### src/rtl/alu_seq_param_if.sv
// ============================================================================
// Module   : alu_seq_param_if
// Purpose  : Request/response handshake bundle for alu_seq_param.
// Revision : 1.0 - initial release
// ============================================================================
`default_nettype none

interface alu_seq_param_if #(
    parameter int W = 4
);
    logic           in_valid;
    logic           in_ready;
    logic [2:0]     op;
    logic [W-1:0]   a;
    logic [W-1:0]   b;
    logic           use_acc;
    logic           out_valid;
    logic           out_ready;
    logic [2*W-1:0] result;
    logic           zero;
    logic           carry;
    logic [2*W-1:0] acc;

    modport master (
        output in_valid, op, a, b, use_acc, out_ready,
        input  in_ready, out_valid, result, zero, carry, acc
    );

    modport slave (
        input  in_valid, op, a, b, use_acc, out_ready,
        output in_ready, out_valid, result, zero, carry, acc
    );
endinterface

`default_nettype wire

### src/rtl/alu_seq_param.sv
// ============================================================================
// Module   : alu_seq_param
// Purpose  : Registered W-bit ALU with shift-add multiplier and accumulator.
// Revision : 1.0 - initial release
// ============================================================================
`default_nettype none

module alu_seq_param #(
    parameter int W = 4
) (
    input  wire logic        clk,
    input  wire logic        resetn,
    alu_seq_param_if.slave   bus
);
    localparam int CNT_W = $clog2(W + 1);

    localparam logic [2:0] C_OP_ADD  = 3'b000;
    localparam logic [2:0] C_OP_SUB  = 3'b001;
    localparam logic [2:0] C_OP_NRNA = 3'b010;
    localparam logic [2:0] C_OP_XRXN = 3'b011;
    localparam logic [2:0] C_OP_BNA  = 3'b100;
    localparam logic [2:0] C_OP_MUL  = 3'b101;
    localparam logic [2:0] C_OP_ROL  = 3'b110;

    localparam logic [W-1:0]     C_W    = W'(W);
    localparam logic [CNT_W-1:0] C_LAST = CNT_W'(W - 1);
    localparam logic [CNT_W-1:0] C_ONE  = CNT_W'(1);

    typedef enum logic [1:0] {
        IDLE = 2'd0,
        BUSY = 2'd1,
        DONE = 2'd2
    } state_t;

    state_t r_state, w_state_next;

    logic [W-1:0]     w_opa, w_sh, w_rol;
    logic [W:0]       w_sum;
    logic [2*W-1:0]   w_diff, w_alu_res, w_mul_next, w_res_new;
    logic             w_alu_carry, w_carry_new, w_accept, w_mul_last, w_produce;

    logic [2*W-1:0]   r_result, r_acc, r_mcand, r_prod;
    logic [W-1:0]     r_mplier;
    logic [CNT_W-1:0] r_cnt;
    logic             r_zero, r_carry;

    always_comb begin
        w_opa = bus.use_acc ? r_acc[W-1:0] : bus.a;
        w_sum = {1'b0, w_opa} + {1'b0, bus.b};
        w_diff = {{W{1'b0}}, w_opa} - {{W{1'b0}}, bus.b};
        w_sh = bus.b % C_W;
        // A shift by W yields 0, so a zero rotate amount needs no special case
        w_rol = (w_opa << w_sh) | (w_opa >> (C_W - w_sh));
        w_alu_res = '0;
        w_alu_carry = 1'b0;
        case (bus.op)
            C_OP_ADD: begin
                w_alu_res = {{(W-1){1'b0}}, w_sum};
                w_alu_carry = w_sum[W];
            end
            C_OP_SUB: begin
                w_alu_res = w_diff;
                w_alu_carry = (w_opa < bus.b);
            end
            C_OP_NRNA: w_alu_res = {~(w_opa | bus.b), ~(w_opa & bus.b)};
            C_OP_XRXN: w_alu_res = {w_opa ^ bus.b, ~(w_opa ^ bus.b)};
            C_OP_BNA:  w_alu_res = {bus.b, ~w_opa};
            C_OP_ROL:  w_alu_res = {{W{1'b0}}, w_rol};
            default:   w_alu_res = '0;
        endcase
    end

    assign w_mul_next = r_prod + (r_mplier[0] ? r_mcand : '0);

    always_comb begin
        w_state_next = r_state;
        w_accept = 1'b0;
        w_mul_last = 1'b0;
        case (r_state)
            IDLE: begin
                if (bus.in_valid) begin
                    w_accept = 1'b1;
                    w_state_next = (bus.op == C_OP_MUL) ? BUSY : DONE;
                end
            end
            BUSY: begin
                if (r_cnt == C_LAST) begin
                    w_mul_last = 1'b1;
                    w_state_next = DONE;
                end
            end
            DONE: begin
                if (bus.out_ready) begin
                    w_state_next = IDLE;
                end
            end
            default: w_state_next = IDLE;
        endcase
    end

    assign w_produce   = (w_accept && (bus.op != C_OP_MUL)) || w_mul_last;
    assign w_res_new   = w_mul_last ? w_mul_next : w_alu_res;
    assign w_carry_new = w_mul_last ? 1'b0 : w_alu_carry;

    always_ff @(posedge clk) begin
        if (!resetn) begin
            r_state <= IDLE;
        end else begin
            r_state <= w_state_next;
        end
    end

    always_ff @(posedge clk) begin
        if (!resetn) begin
            r_result <= '0;
            r_acc    <= '0;
            r_zero   <= 1'b0;
            r_carry  <= 1'b0;
            r_mcand  <= '0;
            r_mplier <= '0;
            r_prod   <= '0;
            r_cnt    <= '0;
        end else begin
            if (w_produce) begin
                r_result <= w_res_new;
                r_acc    <= w_res_new;
                r_zero   <= (w_res_new == '0);
                r_carry  <= w_carry_new;
            end
            if (w_accept && (bus.op == C_OP_MUL)) begin
                r_mcand  <= {{W{1'b0}}, w_opa};
                r_mplier <= bus.b;
                r_prod   <= '0;
                r_cnt    <= '0;
            end else if (r_state == BUSY) begin
                r_prod   <= w_mul_next;
                r_mcand  <= r_mcand << 1;
                r_mplier <= r_mplier >> 1;
                r_cnt    <= r_cnt + C_ONE;
            end
        end
    end

    assign bus.in_ready  = (r_state == IDLE);
    assign bus.out_valid = (r_state == DONE);
    assign bus.result    = r_result;
    assign bus.zero      = r_zero;
    assign bus.carry     = r_carry;
    assign bus.acc       = r_acc;

endmodule

`default_nettype wire

### src/flat_wrapper.sv
// flat-port wrapper written by rule: the top's interface ports become plain ports
module alu_seq_param_flat 
#(
    parameter int W = 4
)
  (clk, resetn, bus_in_valid, bus_op, bus_a, bus_b, bus_use_acc, bus_out_ready, bus_in_ready, bus_out_valid, bus_result, bus_zero, bus_carry, bus_acc);
  alu_seq_param_if #(.W(W)) bus_i ();
  input  wire logic clk;
  input  wire logic resetn;
  input wire logic [$bits(bus_i.in_valid)-1:0] bus_in_valid;
  input wire logic [$bits(bus_i.op)-1:0] bus_op;
  input wire logic [$bits(bus_i.a)-1:0] bus_a;
  input wire logic [$bits(bus_i.b)-1:0] bus_b;
  input wire logic [$bits(bus_i.use_acc)-1:0] bus_use_acc;
  input wire logic [$bits(bus_i.out_ready)-1:0] bus_out_ready;
  output wire logic [$bits(bus_i.in_ready)-1:0] bus_in_ready;
  output wire logic [$bits(bus_i.out_valid)-1:0] bus_out_valid;
  output wire logic [$bits(bus_i.result)-1:0] bus_result;
  output wire logic [$bits(bus_i.zero)-1:0] bus_zero;
  output wire logic [$bits(bus_i.carry)-1:0] bus_carry;
  output wire logic [$bits(bus_i.acc)-1:0] bus_acc;
  assign bus_i.in_valid = bus_in_valid;
  assign bus_i.op = bus_op;
  assign bus_i.a = bus_a;
  assign bus_i.b = bus_b;
  assign bus_i.use_acc = bus_use_acc;
  assign bus_i.out_ready = bus_out_ready;
  assign bus_in_ready = bus_i.in_ready;
  assign bus_out_valid = bus_i.out_valid;
  assign bus_result = bus_i.result;
  assign bus_zero = bus_i.zero;
  assign bus_carry = bus_i.carry;
  assign bus_acc = bus_i.acc;
  alu_seq_param #(.W(W)) u_core (.clk(clk), .resetn(resetn), .bus(bus_i));
endmodule
### config.mk
export PLATFORM = sky130hd
export DESIGN_NAME = alu_seq_param_flat
export DESIGN_NICKNAME = d
export VERILOG_FILES = /design/src/rtl/alu_seq_param_if.sv /design/src/rtl/alu_seq_param.sv /design/src/flat_wrapper.sv
export SDC_FILE = /design/constraint.sdc
export NUM_CORES = 1
export LEC_CHECK = 0
export ABC_AREA = 1
export ABC_CLOCK_PERIOD_IN_PS = 5200
export BUFFER_PORTS_ARGS = -buffer_cell sky130_fd_sc_hd__buf_2
export CAP_MARGIN = 25
export CORE_ASPECT_RATIO = 0.9
export CORE_UTILIZATION = 36
export CTS_BUF_LIST = sky130_fd_sc_hd__clkbuf_8 sky130_fd_sc_hd__clkbuf_16
export DETAILED_ROUTE_END_ITERATION = 12
export PLACE_DENSITY = 0.59
export SLEW_MARGIN = 10
export SYNTH_ARGS = -nofsm -noshare
export SYNTH_HDL_FRONTEND = slang
export SYNTH_SLANG_ARGS = --single-unit
### constraint.sdc
create_clock -name clk -period 5.2 [get_ports clk]
set_input_delay 0.52 -clock clk [delete_from_list [all_inputs] [get_ports clk]]
set_output_delay 0.52 -clock clk [all_outputs]
set_load 0.005 [all_outputs]
==> summary.md, run 1 <==
| Metric | Value |
|---|---|
| Post-Route Utilization | 41.4% |
| Global Route Usage Sum | 18.6% |
| Fin. Hold Viols | 0 |
| Buffers and inverters on the worst path | 3 |
| Slack of the critical path | 2580 ps |
| Fin nets | 531 |
| Post-CTS setup buffer count | 0 |
| Initial core utilization | 37.7% |
| Peak supply drop | 136 uV |
| DR DRC count | 0 |
| Area of the die | 8380 um^2 |
| Power, Total | 657 uW |
| Status | finished, final reports clean |
| Setup WS pre-CTS | 2340 ps |
| Area post-placement | 3090 um^2 |
| WP data required | 5410 ps |
| Clock buffer depth | 2 |
| First-pass DRT Iterations | 5 |
| Vias/cell | 5.02 |
| Worst path slowest cell | fa_1 |
| # IOs | 36 |
| Vias in the first global route | 2557 |
| Max-Cap Viols | 0 |
| Layout cells sized above 1 | 13.5% |
| Post-synthesis sequential area ratio | 24.3% |
| Final Instance Count excl. Fillers | 585 |
| CTS Buf Count | 5 |
| IO buf count | 35 |
| Leakage Power | 1.74 nW |
| Setup Skew | 7.26 ps |
| Least-Margin Pin Slew | 816 ps |
| First DRT Iteration DRCs | 162 |
| Worst Hold Class | register to register |
| # rows | 30 |
| Final Cell Area | 3170 um^2 |
| Critical Path Source Type | primary input |
| Clock Sinks | 35 |
| Initial antenna violation count | 0 |
| CP endpoint kind | register |
| Unrepaired setup endpoints after global routing | no |
| Crit path time final | 2620 ps |
| GRT Residual Overflow | 0 |
| Synth-to-layout area growth | 9.84% |
| Clk slew on worst S/H paths | 70 ps |
| Antenna diodes | 0 |
| PD cells | 207 nW/um^2 |
| Routed WL | 7400 um |
| Yosys warning count | 0 |
| Crit Path Category | primary input to register |
| First-pass GRT wire length | 12200 um |
| Post-DRT Antenna Nets | 0 |
| Core ar. | 7660 um^2 |
| Final Cycle Share | 50.3% |
| Register bit total from synthesis | 35 |
| Netlist cell types | 31 |
| Routability-driven placement congestion ratio | 0.912 |
| Synth async-reset ratio | 0% |
| CTS root buffer | clkbuf_8 |
| Worst Path Arrival | 2830 ps |
| Post-DP HPWL | 5840 um |
| Hold WS | 469 ps |
| Synth Flop Type | dfxtp_1 |
| Post-synth EDFFs | 0 |
| Worst-skew pair later-pin latency | 290 ps |
| Routed via count | 2935 |
| DR WL/cell | 12.7 um |
| Fmax | 382 MHz |
| Placed insts | 577 |
| CTS tree | yes |
| Max_slew headroom | 45.5% |
| Synthesized net count | 506 |
| Mapped Avg Cell Area | 6.23 um^2 |
| Cells after Synth | 463 |
| Setup_tns | 0 ps |
| Final Max Slew Viols | 0 |
| Count of final setup violators | 0 |
| CP delay by family, top | simple AND/OR/NAND/NOR gates |
| H-tree depth | 2 |
| CP Cell Sequence | buf_2 -> inv_2 -> nand2_1 -> nand2_1 -> inv_1 -> ha_1 -> fa_1 -> or2_2 -> nand3_1 -> o21ai_0 -> nor2_1 -> nand2_1 -> nand2_1 -> nand2_1 -> nor2_1 -> nand3_1 -> a21oi_1 |
| Hold-fix buffers, CTS | 0 |
| Post-CTS sizing | 0 |
| Worst-path fanout max | 5 |
| Width of the chip | 96.4 um |
| Mapped Area | 2890 um^2 |
| Pin count of the biggest net entering global routing | 25 |
| Yosys top cell by area | dfxtp_1 |
| Synth area leaders | dfxtp_1 (24%), nand2_1 (20%), ha_1 (10%), inv_1 (9.0%), nand3_1 (7.3%) |
| Die Y | 87.0 um |
| Synth top area share | 24.3% |
| Critical Path Max Stage Delay | 410 ps |
| CP dominant cell by count | nand2_1 |
## worst reg2reg max path, delay by kind of cell, from the launching register on
| kind | cells | cell delay [ps] |
|---|---|---|
| DFF | 1 | 340 |
| and+or+nand+nor | 10 | 1130 |
| AOI/OAI and AO/OA | 2 | 190 |
| adders and majority gates | 2 | 670 |
| buffers and inverters | 2 | 180 |
## Yosys cell counts, types with 2 or more instances
cell type  number
clkbuf_1        7
nor3_1          2
nand3_2         2
dfxtp_1        35
o2111ai_1       5
xor2_1          3
nor2_1         26
inv_1          69
nand4_1         6
fa_1            3
o21ai_0         7
a21oi_1        23
buf_4           8
inv_2           9
o211ai_1        9
buf_2           2
nand2_1       155
or2_2           5
ha_1           24
nand2_2         5
o21bai_1        2
nand3_1        42
a31oi_1         6
## power by group
part           switching, mW  internal, mW  leakage, nW  total (mW)
Sequential           0.00802         0.278        0.284       0.286
Combinational          0.114        0.0620         1.41       0.176
Clock                  0.103        0.0918       0.0453       0.195
Total                  0.225         0.432         1.74       0.657
## flip-flops by register name (all words and copies together) (netlist names)
register / flops
u_core.bus.acc: 8
u_core.r_state: 2
u_core.r_cnt: 3
u_core.bus.carry: 1
u_core.r_mcand: 8
u_core.bus.zero: 1
u_core.r_mplier: 4
u_core.r_prod: 8
## final cells by class
class | count | area, um^2
multi-input combinational | 333 | 1800
tap | 96 | 120
inverter | 78 | 293
clock inverter | 3 | 16.3
sequential | 35 | 701
clock buffer | 5 | 68.8
fill | 832 | 4490
timing repair buffer | 35 | 175
## final timing paths
kind | start | end | slack, ps | depth (start not counted)
max | bus_use_acc | u_core.bus.zero | 2580 | 17
min | u_core.r_mcand[7] | u_core.r_mcand[7] | 470 | 2
max reg2reg | u_core.bus.acc[0] | u_core.bus.zero | 2620 | 16
min reg2reg | u_core.r_mcand[7] | u_core.r_mcand[7] | 470 | 2
## cell usage in the layout, fill, tap and decap left out
cell type,Yosys,routed
nand3b_1,1,1
buf_2,2,35
dfxtp_1,35,35
o31a_1,1,1
o21ai_0,7,7
nor2_4,1,1
fa_1,3,3
a31oi_1,6,6
inv_1,69,70
nand3_2,2,2
nand3_1,42,42
o2111ai_1,5,5
clkbuf_8,0,5
clkinv_2,0,1
nor3_1,2,2
a21oi_1,23,23
ha_1,24,24
nor2_1,26,26
clkinvlp_4,0,1
inv_2,9,9
or2_2,5,5
nand4_1,6,6
o21ai_1,1,1
nor2_8,1,1
o22ai_1,1,1
xnor2_1,1,1
o211ai_1,9,9
o21bai_1,2,2
nand2_2,5,5
o21ai_2,1,1
xor2_1,3,3
nand2_1,155,155
## kinds of logic after synthesis
| logic type | Yosys count | share of synthesized area [%] |
|---|---|---|
| AOI/OAI and AO/OA | 56 | 11.9 |
| buffers and inverters | 95 | 13.5 |
| and+or+nand+nor | 246 | 36.7 |
| xor gates and xnor gates | 4 | 1.21 |
| adders and majority gates | 27 | 12.5 |
| DFF | 35 | 24.3 |
## layer usage
layer	track usage [%]	part of all wire, %	vias up
li1	-	-	1510
met3	3.49	5.0	6
met1	27.8	54	1330
met2	28.0	40	89
met5	0	0	-
met4	2.81	0.77	0
No activity file was read; power rests on OpenSTA's default activity.
==> inputs of run 2 (changes only) <==
--- a/config.mk
+++ b/config.mk
@@ -6,7 +6,7 @@
 export NUM_CORES = 1
 export LEC_CHECK = 0
 export ABC_AREA = 1
-export ABC_CLOCK_PERIOD_IN_PS = 5200
+export ABC_CLOCK_PERIOD_IN_PS = 2460
 export BUFFER_PORTS_ARGS = -buffer_cell sky130_fd_sc_hd__buf_2
 export CAP_MARGIN = 25
 export CORE_ASPECT_RATIO = 0.9
==> constraint.sdc (replaced) <==
create_clock -name clk -period 2.46 [get_ports clk]
set_input_delay 0.246 -clock clk [delete_from_list [all_inputs] [get_ports clk]]
set_output_delay 0.246 -clock clk [all_outputs]
set_load 0.005 [all_outputs]
==> summary.md, run 2 (same netlist as run 1, synthesis figures left out) <==
| Metric | Value |
|---|---|
| First-pass DRT Iterations | 4 (-1) |
| Pin count of the biggest net entering global routing | 25 (unchanged) |
| DR DRC count | 0 (unchanged) |
| Die Y | 87.0 um (unchanged) |
| Leakage Power | 1.78 nW (+2.6%) |
| Worst Path Arrival | 2500 ps (-330 ps) |
| Setup Skew | 5.27 ps (-1.98 ps) |
| IO buf count | 35 (unchanged) |
| First DRT Iteration DRCs | 169 (+4.3%) |
| CTS tree | yes |
| Fin nets | 538 (+1.3%) |
| Synth-to-layout area growth | 13.5% |
| Hold Path End | u_core.r_state[1] |
| CP dominant cell by count | nand3_1 |
| Clock buffer depth | 2 (unchanged) |
| CTS Buf Count | 5 (unchanged) |
| R2r endpoint | u_core.bus.zero |
| Worst-path fanout max | 3 (-2) |
| Vias/cell | 4.99 (-0.61%) |
| PD cells | 466 nW/um^2 (+120%) |
| Commonest non-fill, non-tap cell in the layout | nand2_1 |
| Reg area | 703 um^2 (+0.36%) |
| WP data required | 2680 ps (-2730 ps) |
| DR WL/cell | 12.7 um (+0.38%) |
| Crit path time final | 2290 ps |
| Initial antenna violation count | 0 (unchanged) |
| Reg power frac | 39.6% (-4.0 points) |
| Max_slew headroom | 47.3% (+1.7 points) |
| R2R cell count | 15 (-1) |
| CP endpoint kind | register |
| Area of the die | 8380 um^2 (unchanged) |
| Internal | 1.04 mW (+140%) |
| Core ar. | 7660 um^2 (unchanged) |
| Hold-fix buffers, CTS | 0 (unchanged) |
| Fmax | 437 MHz |
| Worst-skew pair later-pin latency | 290 ps (about the same) |
| Vias in the first global route | 2626 (+2.7%) |
| Met1 Routed Length | 3920 um (-1.6%) |
| Clock share of power | 34.6% (+4.9 points) |
| Antenna diodes | 0 (unchanged) |
| Routed via count | 2952 (+0.58%) |
| Routability-driven placement congestion ratio | 0.890 (-2.4%) |
| Post-CTS setup buffer count | 0 (unchanged) |
| Critical Path Max Stage Delay | 330 ps (-80 ps) |
| CP Cell Sequence | inv_1 -> nand2_1 -> nand2_2 -> inv_1 -> ha_1 -> buf_4 -> a21oi_1 -> nand3_1 -> nand3_1 -> nand3_1 -> o21ai_2 -> nand3_1 -> nor2_1 -> nand3_1 -> a21oi_1 |
| Worst Hold Class | primary input to register |
| Fillers | 848 (+1.9%) |
| Global Route Usage Sum | 19.2% (+0.62 points) |
| Post-DP HPWL | 5990 um (+2.6%) |
| Width of the chip | 96.4 um (unchanged) |
| Status | finished, final reports clean |
| Routed WL | 7520 um (+1.6%) |
| Post-DRT Antenna Nets | 0 (unchanged) |
| Final Instance Count excl. Fillers | 592 (+1.2%) |
| # rows | 30 (unchanged) |
| Switch share | 32.1% (-2.1 points) |
| Met3 wire len | 440 um (+18%) |
| GRT Residual Overflow | 0 (unchanged) |
| Final Max Slew Viols | 0 (unchanged) |
| Wire length on met2 | 3140 um (+5.1%) |
| Setup WS pre-CTS | 1.29 ps (-2340 ps) |
| CTS root buffer | clkbuf_8 |
| Net switching power | 490 uW (+120%) |
| Count of final setup violators | 0 (unchanged) |
| Most frequent cells in the layout | nand2_1 (150), inv_1 (68), nand3_1 (42) |
| Final Cycle Share | 93.0% |
| R2R Path Start | u_core.bus.acc[2] |
| Layout cells sized above 1 | 17.3% (+3.8 points) |
| Initial core utilization | 37.7% (unchanged) |
| Peak supply drop | 200 uV (+46%) |
| First-pass GRT wire length | 12500 um (+3.0%) |
| WHS Path Cells | 4 (+2) |
| Fin. Hold Viols | 0 (unchanged) |
| Clock Sinks | 35 (unchanged) |
| Crit Path Category | register to register |
| Critical Path Source Type | register |
| Slack of the critical path | 173 ps (-2410 ps) |
| Max Used Layer | met4 |
| Final Cell Area | 3280 um^2 (+3.4%) |
| Multi-input logic area | 1820 um^2 (+1.3%) |
| Least-Margin Pin Slew | 790 ps (-26.2 ps) |
| Combinational fraction of design power | 25.8% (-0.9 points) |
| Max-Cap Viols | 0 (unchanged) |
| Reg2reg setup slack | 170 ps (-2450 ps) |
| Placed insts | 584 (+1.2%) |
| Area post-placement | 3140 um^2 (+1.7%) |
| Hold WS | 214 ps (-255 ps) |
| Worst Hold Launch | bus_out_ready |
| H-tree depth | 2 (unchanged) |
| # IOs | 36 (unchanged) |
| Worst path slowest cell | dfxtp_2 |
| Clk slew on worst S/H paths | 80 ps (about the same) |
[run 2: cell types whose count changed in the layout (fill, tap and decap cells not counted), sizes merged]
| cell | change |
|---|---|
| clkinvlp | -1 |
| buf | +7 |
| bufinv | +1 |
| inv | -1 |
| clkinv | +1 |
[run 2: area by class of cell]
type,count,area share [%]
Tap cell,96,3.67
Clock buffer,5,2.10
Clock inverter,3,1.34
Timing Repair Buffer,42,6.95
Inverter,78,8.93
Sequential cell,35,21.5
Multi-Input combinational cell,333,55.6
[run 2: how the worst max path moves through the flow]
stage | from | cells after the start | to | slack [ps]
floorplan | u_core.bus.acc[0] | 16 | u_core.bus.zero | 200
global placement | bus_use_acc | 17 | u_core.bus.zero | 50
detailed placement | bus_use_acc | 17 | u_core.bus.zero | 1
CTS | u_core.bus.acc[0] | 16 | u_core.bus.zero | 40
global route | u_core.bus.acc[3] | 15 | u_core.bus.zero | -10
finish | u_core.bus.acc[2] | 15 | u_core.bus.zero | 170
[run 2: power by group through the flow]
stage          Clock, mW  Combinational (mW)  Sequential, mW
2_1_floorplan          0               0.268           0.616
3_3_place_gp           0               0.382           0.616
3_5_place_dp           0               0.383           0.618
4_1_cts            0.546               0.385           0.604
5_1_grt            0.569               0.450           0.609
6_report           0.528               0.394           0.605
[run 2: worst max-delay path: cells and delay by family (launching register included)]
| family | cells | cell delay [ps] |
|---|---|---|
| DFF | 1 | 330 |
| buffers and inverters | 3 | 310 |
| and+or+nand+nor | 8 | 810 |
| adders and majority gates | 1 | 290 |
| AOI/OAI and AO/OA | 3 | 470 |
[run 2: repair_timing]
item,4_1_cts,5_1_grt
hold endpoints to repair,0,0
resized for setup,0,12
endpoints found under the setup margin,0,2
[run 2: stage by stage]
step	util, %	power [mW]	TNS, ps
floorplan	-	0.884	0
global placement	41.0	0.998	0
detailed placement	41.0	1.00	0
CTS	42.5	1.54	0
global route	42.8	1.63	-12.8
finish	42.8	1.53	0
[run 2: layer usage]
layer / vias to the layer above / global-route usage, %
met5: - / 0
met4: 0 / 2.54
met3: 2 / 2.53
met2: 87 / 29.1
met1: 1331 / 29.3
li1: 1532 / -
